`src/rtl/i2c_controller.sv`:
```
// Single-master I2C controller: START, 7-bit address + R/W, one data byte, STOP on open-drain lines.
// Define I2C_CTRL_CLOCK_STRETCH_EN to let a target hold SCL low and stall the quarter counter.
module i2c_controller #(
  parameter int CLK_DIV = 4
) (
  input  logic       clk,
  input  logic       reset,
  input  logic       cmd_valid,
  output logic       cmd_ready,
  input  logic [6:0] cmd_addr,
  input  logic       cmd_rw,
  input  logic [7:0] cmd_wdata,
  output logic [7:0] rdata,
  output logic       rdata_valid,
  output logic       done,
  output logic       nack,
  output logic       busy,
  input  logic       scl_i,
  output logic       scl_oe,
  input  logic       sda_i,
  output logic       sda_oe
);

  localparam int DW = (CLK_DIV > 1) ? $clog2(CLK_DIV) : 1;
  localparam logic [DW-1:0] DIV_LAST = DW'(CLK_DIV - 1);

  typedef enum logic [2:0] {
    S_IDLE, S_START, S_ADDR, S_AACK, S_DATA, S_DACK, S_STOP
  } state_t;

  state_t r_state, w_next;

  logic [DW-1:0] r_div;
  logic [1:0]    r_quarter;
  logic [2:0]    r_bit;
  logic [7:0]    r_txShift, r_rxShift, r_wdata, r_rdata;
  logic          r_rw, r_nack, r_done, r_rdataValid;
  logic          w_stall, w_qEnd, w_phaseEnd, w_bitPhase, w_sample;

  // A stretched SCL only matters while the controller has released it (q2-q3).
`ifdef I2C_CTRL_CLOCK_STRETCH_EN
  assign w_stall = (r_state != S_IDLE) && r_quarter[1] && !scl_oe && !scl_i;
`else
  logic w_unusedScl;
  assign w_unusedScl = scl_i;
  assign w_stall     = 1'b0;
`endif

  assign w_qEnd     = !w_stall && (r_div == DIV_LAST);
  assign w_phaseEnd = w_qEnd && (r_quarter == 2'd3);
  assign w_bitPhase = (r_state == S_ADDR) || (r_state == S_AACK) ||
                      (r_state == S_DATA) || (r_state == S_DACK);
  assign w_sample   = w_bitPhase && (r_quarter == 2'd3) && (r_div == '0) && !w_stall;

  assign cmd_ready   = (r_state == S_IDLE);
  assign busy        = !cmd_ready;
  assign rdata       = r_rdata;
  assign rdata_valid = r_rdataValid;
  assign done        = r_done;
  assign nack        = r_nack;

  always_ff @(posedge clk or negedge reset) begin
    if (!reset) r_state <= S_IDLE;
    else        r_state <= w_next;
  end

  always_comb begin
    w_next = r_state;
    scl_oe = 1'b0;
    sda_oe = 1'b0;
    case (r_state)
      S_IDLE:  if (cmd_valid) w_next = S_START;
      S_START: begin
        sda_oe = r_quarter[1];
        if (w_phaseEnd) w_next = S_ADDR;
      end
      S_ADDR: begin
        scl_oe = !r_quarter[1];
        sda_oe = !r_txShift[7];
        if (w_phaseEnd && r_bit == 3'd7) w_next = S_AACK;
      end
      S_AACK: begin
        scl_oe = !r_quarter[1];
        if (w_phaseEnd) w_next = r_nack ? S_STOP : S_DATA;
      end
      S_DATA: begin
        scl_oe = !r_quarter[1];
        sda_oe = !r_rw && !r_txShift[7];
        if (w_phaseEnd && r_bit == 3'd7) w_next = S_DACK;
      end
      S_DACK: begin
        scl_oe = !r_quarter[1];
        if (w_phaseEnd) w_next = S_STOP;
      end
      S_STOP: begin
        scl_oe = (r_quarter == 2'd0);
        sda_oe = !r_quarter[1];
        if (w_phaseEnd) w_next = S_IDLE;
      end
      default: w_next = S_IDLE;
    endcase
  end

  always_ff @(posedge clk or negedge reset) begin
    if (!reset) begin
      r_div     <= '0;
      r_quarter <= 2'd0;
      r_bit     <= 3'd0;
    end else if (r_state == S_IDLE) begin
      r_div     <= '0;
      r_quarter <= 2'd0;
      r_bit     <= 3'd0;
    end else if (!w_stall) begin
      if (w_qEnd) begin
        r_div     <= '0;
        r_quarter <= r_quarter + 2'd1;
      end else begin
        r_div <= r_div + DW'(1);
      end
      if (w_phaseEnd)
        r_bit <= ((r_state == S_ADDR) || (r_state == S_DATA)) ? r_bit + 3'd1 : 3'd0;
    end
  end

  // Shift registers advance at phase boundaries so SDA only changes at the start of q0.
  always_ff @(posedge clk or negedge reset) begin
    if (!reset) begin
      r_txShift    <= 8'h00;
      r_rxShift    <= 8'h00;
      r_wdata      <= 8'h00;
      r_rdata      <= 8'h00;
      r_rw         <= 1'b0;
      r_nack       <= 1'b0;
      r_done       <= 1'b0;
      r_rdataValid <= 1'b0;
    end else begin
      r_done       <= 1'b0;
      r_rdataValid <= 1'b0;
      if (r_state == S_IDLE && cmd_valid) begin
        r_txShift <= {cmd_addr, cmd_rw};
        r_rw      <= cmd_rw;
        r_wdata   <= cmd_wdata;
        r_nack    <= 1'b0;
      end
      if (w_sample) begin
        case (r_state)
          S_AACK:  if (sda_i) r_nack <= 1'b1;
          S_DATA:  if (r_rw) r_rxShift <= {r_rxShift[6:0], sda_i};
          S_DACK:  if (!r_rw && sda_i) r_nack <= 1'b1;
          default: ;
        endcase
      end
      if (w_phaseEnd) begin
        case (r_state)
          S_ADDR:  r_txShift <= (r_bit == 3'd7) ? r_wdata : {r_txShift[6:0], 1'b0};
          S_DATA:  r_txShift <= {r_txShift[6:0], 1'b0};
          S_STOP: begin
            r_done <= 1'b1;
            if (r_rw && !r_nack) begin
              r_rdataValid <= 1'b1;
              r_rdata      <= r_rxShift;
            end
          end
          default: ;
        endcase
      end
    end
  end

endmodule

```
`config.mk`:
```
export PLATFORM = sky130hd
export DESIGN_NAME = i2c_controller
export DESIGN_NICKNAME = d
export VERILOG_FILES = /design/src/rtl/i2c_controller.sv
export SDC_FILE = /design/constraint.sdc
export NUM_CORES = 1
export LEC_CHECK = 0
export ABC_AREA = 1
export ABC_CLOCK_PERIOD_IN_PS = 1700
export CAP_MARGIN = 20
export CORE_MARGIN = 4
export CORE_UTILIZATION = 45
export DETAILED_ROUTE_END_ITERATION = 7
export MAX_ROUTING_LAYER = met4
export PLACE_DENSITY = 0.67
export SYNTH_ARGS = -nofsm -noshare
export SYNTH_HDL_FRONTEND = slang
export SYNTH_SLANG_ARGS = --single-unit
```
`constraint.sdc`:
```
create_clock -name clk -period 1.7 [get_ports clk]
set_input_delay 0.255 -clock clk [delete_from_list [all_inputs] [get_ports clk]]
set_output_delay 0.255 -clock clk [all_outputs]
set_load 0.005 [all_outputs]
```
* Word-level counts from Yosys, hierarchy flattened
Cells that the tools add are included.
** Word-level totals
- Input port bits :: 21
- Register bits :: 46
- Output and inout bits :: 15
- Word-level logic and storage cells :: 89
** Operators by class
- Reductions and logical operators :: 26
- Multiplexer cells :: 32
- Add/sub/neg operators :: 3
- Eq/ne operators :: 16
** Operator list (number)
- $mux W3 :: 10
- $mux W8 :: 3
- $pmux W3 S7 :: 1
- $pmux W8 S2 :: 1
- $ne A2 B2 Y1 const B :: 7
- $eq A3 B3 Y1 const B :: 4
- $mux W2 :: 5
- $mux W1 :: 9
- $logic_and A1 B1 Y1 :: 8
- $reduce_and A7 Y1 :: 1
- $eq A3 B2 Y1 const B :: 2
- $reduce_and A3 Y1 :: 2
- $logic_not A1 Y1 :: 5
- $add A2 B1 Y2 const B :: 2
- $eq A2 B2 Y1 const B :: 2
- $logic_not A2 Y1 :: 2
- $logic_or A1 B1 Y1 :: 4
- $pmux W1 S2 :: 2
- $pmux W1 S4 :: 1
- $reduce_bool A2 Y1 :: 2
- $reduce_or A4 Y1 :: 1
- $add A3 B1 Y3 const B :: 1
- $eq A3 B1 Y1 const B :: 1
- $logic_not A3 Y1 :: 1

* Depth between registers and ports, before layout
- Depth in word-level cells :: 7
- Depth in mapped cells :: 9
- Depth with buffers taken out :: 8

* Worst setup path after synthesis
No wires, ideal clock.
- Path type :: register -> register
- From :: register r_bit[0]
- To :: register r_txShift[4]
- Clock period less this slack :: 1450 ps
- Library setup time :: 122 ps
- Slack :: 250 ps
- Arrival :: 1328 ps
- Stages on the path, launching flop included :: 10
- Data required time :: 1578 ps
- Buffers on the path :: 1
- Cell sequence :: dfrtp_1 > ha_1 > ha_1 > clkbuf_1 > nand2_1 > o21ai_0 > nand2_1 > o21ai_0 > nand2_1 > o21ai_1
** Between the ends
- Cells in the longest elaborated chain, start to end :: 4
** RTL lines
- start, declared :: line 35 : logic [2:0] r_bit;
- start signal, assigned :: line 121 : r_bit <= ((r_state == S_ADDR) || (r_state == S_DATA)) ? r_bit + 3'd1 : 3'd0;
- $eq A3 B3 Y1 :: line 155 : S_ADDR: r_txShift <= (r_bit == 3'd7) ? r_wdata : {r_txShift[6:0], 1'b0};
- $mux W8 :: line 155
- $pmux W8 S2 :: line 154 : case (r_state)
- $mux W8 :: line 153 : if (w_phaseEnd) begin
- end signal, assigned :: line 140 : r_txShift <= {cmd_addr, cmd_rw};
- end signal, assigned :: line 155
- end signal, assigned :: line 156 : S_DATA: r_txShift <= {r_txShift[6:0], 1'b0};
- end, declared :: line 36 : logic [7:0] r_txShift, r_rxShift, r_wdata, r_rdata;
No other way between the ends.
A chain may end at the register's enable or synchronous reset.

* Worst setup path in the final report
- From :: register r_state[0]
- To :: output port scl_oe
** Between the ends
- Cells in the longest elaborated chain, start to end :: 3
- Elaborated cells between the ends (all ways) :: 7
- Classes of those cells :: 5 x eq/ne; 1 x mux; 1 x reduce/logical
** RTL lines
- start, declared :: line 31 : state_t r_state, w_next;
- start signal, assigned :: line 64 : else r_state <= w_next;
- $eq A3 B2 Y1 or $eq A3 B3 Y1 (tied branches) :: line 71 : case (r_state)
- $reduce_or A4 Y1 (no source line)
- $pmux W1 S2 * :: line 71
- end, declared :: line 19 : output logic scl_oe,
Every way passes the cells marked *; elsewhere a longest branch is shown, timed or not.

==> results.py <==
metrics = {
    "worst_setup_path": {
        "critical_path_destination": "scl_oe",
        "required_ns": 1.44,
        "critPathArrivalTime_ns": 1.43,
        "crit_path_max_fanout": 3,
        "worst_r2r_startpoint": "r_state[0]$_DFFE_PN0P_",
        "cp-startpoint": "r_state[0]$_DFFE_PN0P_",
        "reg2reg_to": "r_rxShift[4]$_DFFE_PN0P_",
        "timing_worst_setup_path_type": "flip-flop to output port",
        "r2r.worst_path.cells": 9,
        "startpoint_type": "flip-flop",
        "critPathCaptureType": "output port",
        "timing.reg2reg.setup_slack_ns": 0.08,
    },
    "yosys": {
        "post-synth-top-area-fraction_pct": 46.7,
        "synth_nets": 325,
        "post-synth-top-count-cell": "sky130_fd_sc_hd__nand2_1",
        "synth_area_leader": "sky130_fd_sc_hd__dfrtp_1",
        "synthTopCellsByCount": "sky130_fd_sc_hd__nand2_1 (112), sky130_fd_sc_hd__dfrtp_1 (46), sky130_fd_sc_hd__o21ai_0 (28)",
        "synth.distinct_cells": 28,
        "syn_area_um2": 2460,
        "synth_area_per_cell_um2": 8.27,
        "synth-warning-count": 0,
        "synthesis.instances": 298,
        "synthFlopType": "sky130_fd_sc_hd__dfrtp_1",
        "synth_area_leaders": "sky130_fd_sc_hd__dfrtp_1 (47%), sky130_fd_sc_hd__nand2_1 (17%), sky130_fd_sc_hd__o21ai_0 (5.7%)",
        "postSynth.asyncResetShare_pct": 100,
        "seq_area_frac_synth_pct": 46.7,
        "number_of_enable_flip_flop_cells_after_synthesis": 0,
        "yosys_register_bits": 46,
    },
    "power": {
        "p_total_mw": 4.60,
        "cellPowerDensity_nw_per_um2": 1420,
        "power_leakage_nw": 1.64,
        "peakVddDrop_mv": 0.950,
    },
    "detailed_routing": {
        "routed_wl_mm": 5.42,
        "drt-vias-per-instance": 4.96,
        "drt-wirelength-per-cell_um": 12.3,
        "drt-initial-drc-count": 67,
        "drt-pass1-iter-count": 4,
        "post-route-drc-count": 0,
        "dr_vias": 2178,
        "ant_nets": 0,
    },
    "clocking": {
        "clk_latency_ns": 0.31,
        "clock_sinks": 46,
        "htree_num_levels": 2,
        "clockBufferDepth": 2,
        "tritoncts": "done",
        "tritoncts.num_buffers": 5,
        "cts_root_buffer": "sky130_fd_sc_hd__clkbuf_8",
        "path_clk_slew_ns": 0.09,
    },
    "final_layout": {
        "post_route_cells_drive_above_1_share_pct": 23.3,
        "fill_cells": 487,
        "layout.nets": 395,
        "areaGrowthSynthToFinish_pct": 31.4,
        "final_util_pct": 62.2,
        "antennaDiodeCount": 0,
        "design_area_um2": 3240,
    },
    "grt": {
        "grt_pass1_wl_mm": 8.88,
        "grt_start_max_net_pins": 27,
        "grt_busiest_layer": "met2",
        "grt_overflow_total": 0,
        "globalRouteMet3Util_pct": 3.62,
        "met1_usage_in_global_routing_pct": 21.9,
        "use_met2_pct": 29.6,
        "groute.usage.overall_pct": 17.6,
        "initial_antenna_violation_count": 0,
        "via_count_of_the_first_global_routing_pass": 1979,
    },
    "timing": {
        "timing.hold.ws_ns": 0.452,
        "final.period_utilization_pct": 99.3,
        "layout_min_cycle_time_ns": 1.69,
        "final.setup.tns_ns": 0,
        "number_of_hold_slack_violations_in_the_final_timing_report": 0,
        "tightestPinTransition_ns": 0.544,
        "fmaxAchievable_mhz": 593,
        "report.final.slew_viol_count": 0,
        "timing.slew.headroom_pct": 63.7,
        "final-setup-viol-count": 0,
        "unrepaired_setup_endpoints_after_global_routing": "yes",
        "worst_clock_skew_on_the_final_layout_ns": 0.00681,
    },
    "status": {
        "outcome": "finished, final reports clean",
    },
    "hold_path": {
        "min_path_type": "input pin to asynchronous set/reset pin",
    },
    "flow_run": {
        "maxCapViolCount": 0,
    },
    "floorplan": {
        "placement_rows": 26,
        "die-area_um2": 6730,
        "initial_core_util_pct": 47.4,
        "die_h_um": 82.0,
        "die_width_um": 82.0,
        "number_of_primary_i_o_pins": 36,
        "core_region_area_um2": 5200,
    },
    "placed_design": {
        "gp_congestion": 0.855,
        "placement_cell_area_um2": 3050,
        "hpwl_mm": 3.81,
        "numPortBuffers": 34,
    },
}
cells by family (layout without fill, tap and decap cells):
| group | after synthesis | count (layout) | synth area share [%] |
|---|---|---|---|
| fa+ha+maj | 6 | 6 | 3.05 |
| simple gates | 169 | 169 | 33.8 |
| compound gates | 42 | 42 | 8.99 |
| flops | 46 | 46 | 46.7 |
| buf+inv | 35 | 106 | 7.51 |
registers in the layout, summed over array words and instances, names as in the netlist:
| signal | count |
|---|---|
| done | 1 |
| nack | 1 |
| r_bit | 3 |
| r_div | 2 |
| r_quarter | 2 |
| r_rw | 1 |
| r_rxShift | 8 |
| r_state | 3 |
| r_txShift | 8 |
| r_wdata | 8 |
| rdata | 8 |
| rdata_valid | 1 |
per-stage QoR:
stage / instances / setup slack [ns]
CTS: 436 / -0.0936
global route: 439 / -0.0628
detailed placement: 424 / -0.0634
finish: 439 / 0.0125
floorplan: 298 / 0.250
global placement: 424 / -0.0515
per-layer routing:
metal	part of all wire (%)	wire length (µm)
met1	45	2420
met2	49	2670
met3	5.4	292
met4	0.66	36
met5	0	0
worst min-delay path by stage:
stage / cells past startpoint / endpoint / slack, ns
3_5_place_dp: 1 / r_div[1]$_DFF_PN0_ / 0.26
4_1_cts: 3 / r_wdata[6]$_DFFE_PN0P_ / 0.46
3_3_place_gp: 1 / r_div[1]$_DFF_PN0_ / 0.26
5_1_grt: 2 / r_div[1]$_DFF_PN0_ / 0.48
6_report: 2 / r_div[1]$_DFF_PN0_ / 0.45
2_1_floorplan: 0 / done$_DFF_PN0_ / -0.04
what timing repair did:
item	CTS	global route
hold endpoints to repair	20	0
buffers inserted	3	3
hold buffers	1	0
gates resized for setup	19	13
endpoints found under the setup margin	4	12
pin swaps	2	6
layout make-up:
cell class,count,area (µm²),share of cell area (%)
inverter,28,125,3.86
timing repair buffer,70,623,19.2
sequential,46,1150,35.6
clock inverter,3,25.0,0.773
clock buffer,5,68.8,2.13
tap,70,87.6,2.70
multi-input combinational,217,1160,35.7
where the power goes:
group	internal, mW	switching, mW
Sequential	1.37	0.153
Clock	0.297	0.416
Combinational	1.03	1.33
Total	2.70	1.90
placed cells by master, fill, tap and decap left out:
master / instances
sky130_fd_sc_hd__a21oi_1: 2
sky130_fd_sc_hd__a31oi_1: 1
sky130_fd_sc_hd__buf_12: 1
sky130_fd_sc_hd__buf_2: 3
sky130_fd_sc_hd__buf_4: 30
sky130_fd_sc_hd__buf_6: 4
sky130_fd_sc_hd__clkbuf_8: 5
sky130_fd_sc_hd__clkdlybuf4s50_1: 29
sky130_fd_sc_hd__clkinv_1: 2
sky130_fd_sc_hd__clkinv_4: 1
sky130_fd_sc_hd__clkinvlp_4: 1
sky130_fd_sc_hd__dfrtp_1: 45
sky130_fd_sc_hd__dfrtp_2: 1
sky130_fd_sc_hd__dlygate4sd2_1: 2
sky130_fd_sc_hd__dlygate4sd3_1: 1
sky130_fd_sc_hd__ha_1: 5
sky130_fd_sc_hd__ha_2: 1
sky130_fd_sc_hd__inv_1: 20
sky130_fd_sc_hd__inv_2: 1
sky130_fd_sc_hd__inv_4: 2
sky130_fd_sc_hd__inv_6: 4
sky130_fd_sc_hd__nand2_1: 105
sky130_fd_sc_hd__nand2_2: 14
sky130_fd_sc_hd__nand2_4: 4
sky130_fd_sc_hd__nand2_8: 1
sky130_fd_sc_hd__nand3_1: 11
sky130_fd_sc_hd__nand3_2: 2
sky130_fd_sc_hd__nand3_4: 2
sky130_fd_sc_hd__nand4_1: 14
sky130_fd_sc_hd__nor2_1: 11
sky130_fd_sc_hd__nor2_2: 2
sky130_fd_sc_hd__nor2_4: 1
sky130_fd_sc_hd__nor2_8: 2
sky130_fd_sc_hd__o211ai_1: 1
sky130_fd_sc_hd__o21ai_0: 24
sky130_fd_sc_hd__o21ai_1: 10
sky130_fd_sc_hd__o21ai_2: 4
critical path, stage by stage (launching register included):
cell	delay [ns]
sky130_fd_sc_hd__dfrtp_1	0.40
sky130_fd_sc_hd__buf_6	0.14
sky130_fd_sc_hd__buf_6	0.11
sky130_fd_sc_hd__nand2_4	0.07
sky130_fd_sc_hd__nand2_2	0.06
sky130_fd_sc_hd__nand2_2	0.05
sky130_fd_sc_hd__nand2_2	0.06
sky130_fd_sc_hd__nand2_2	0.06
sky130_fd_sc_hd__o21ai_2	0.06
sky130_fd_sc_hd__buf_2	0.12
Note: power is estimated with default switching activity, not from simulation.
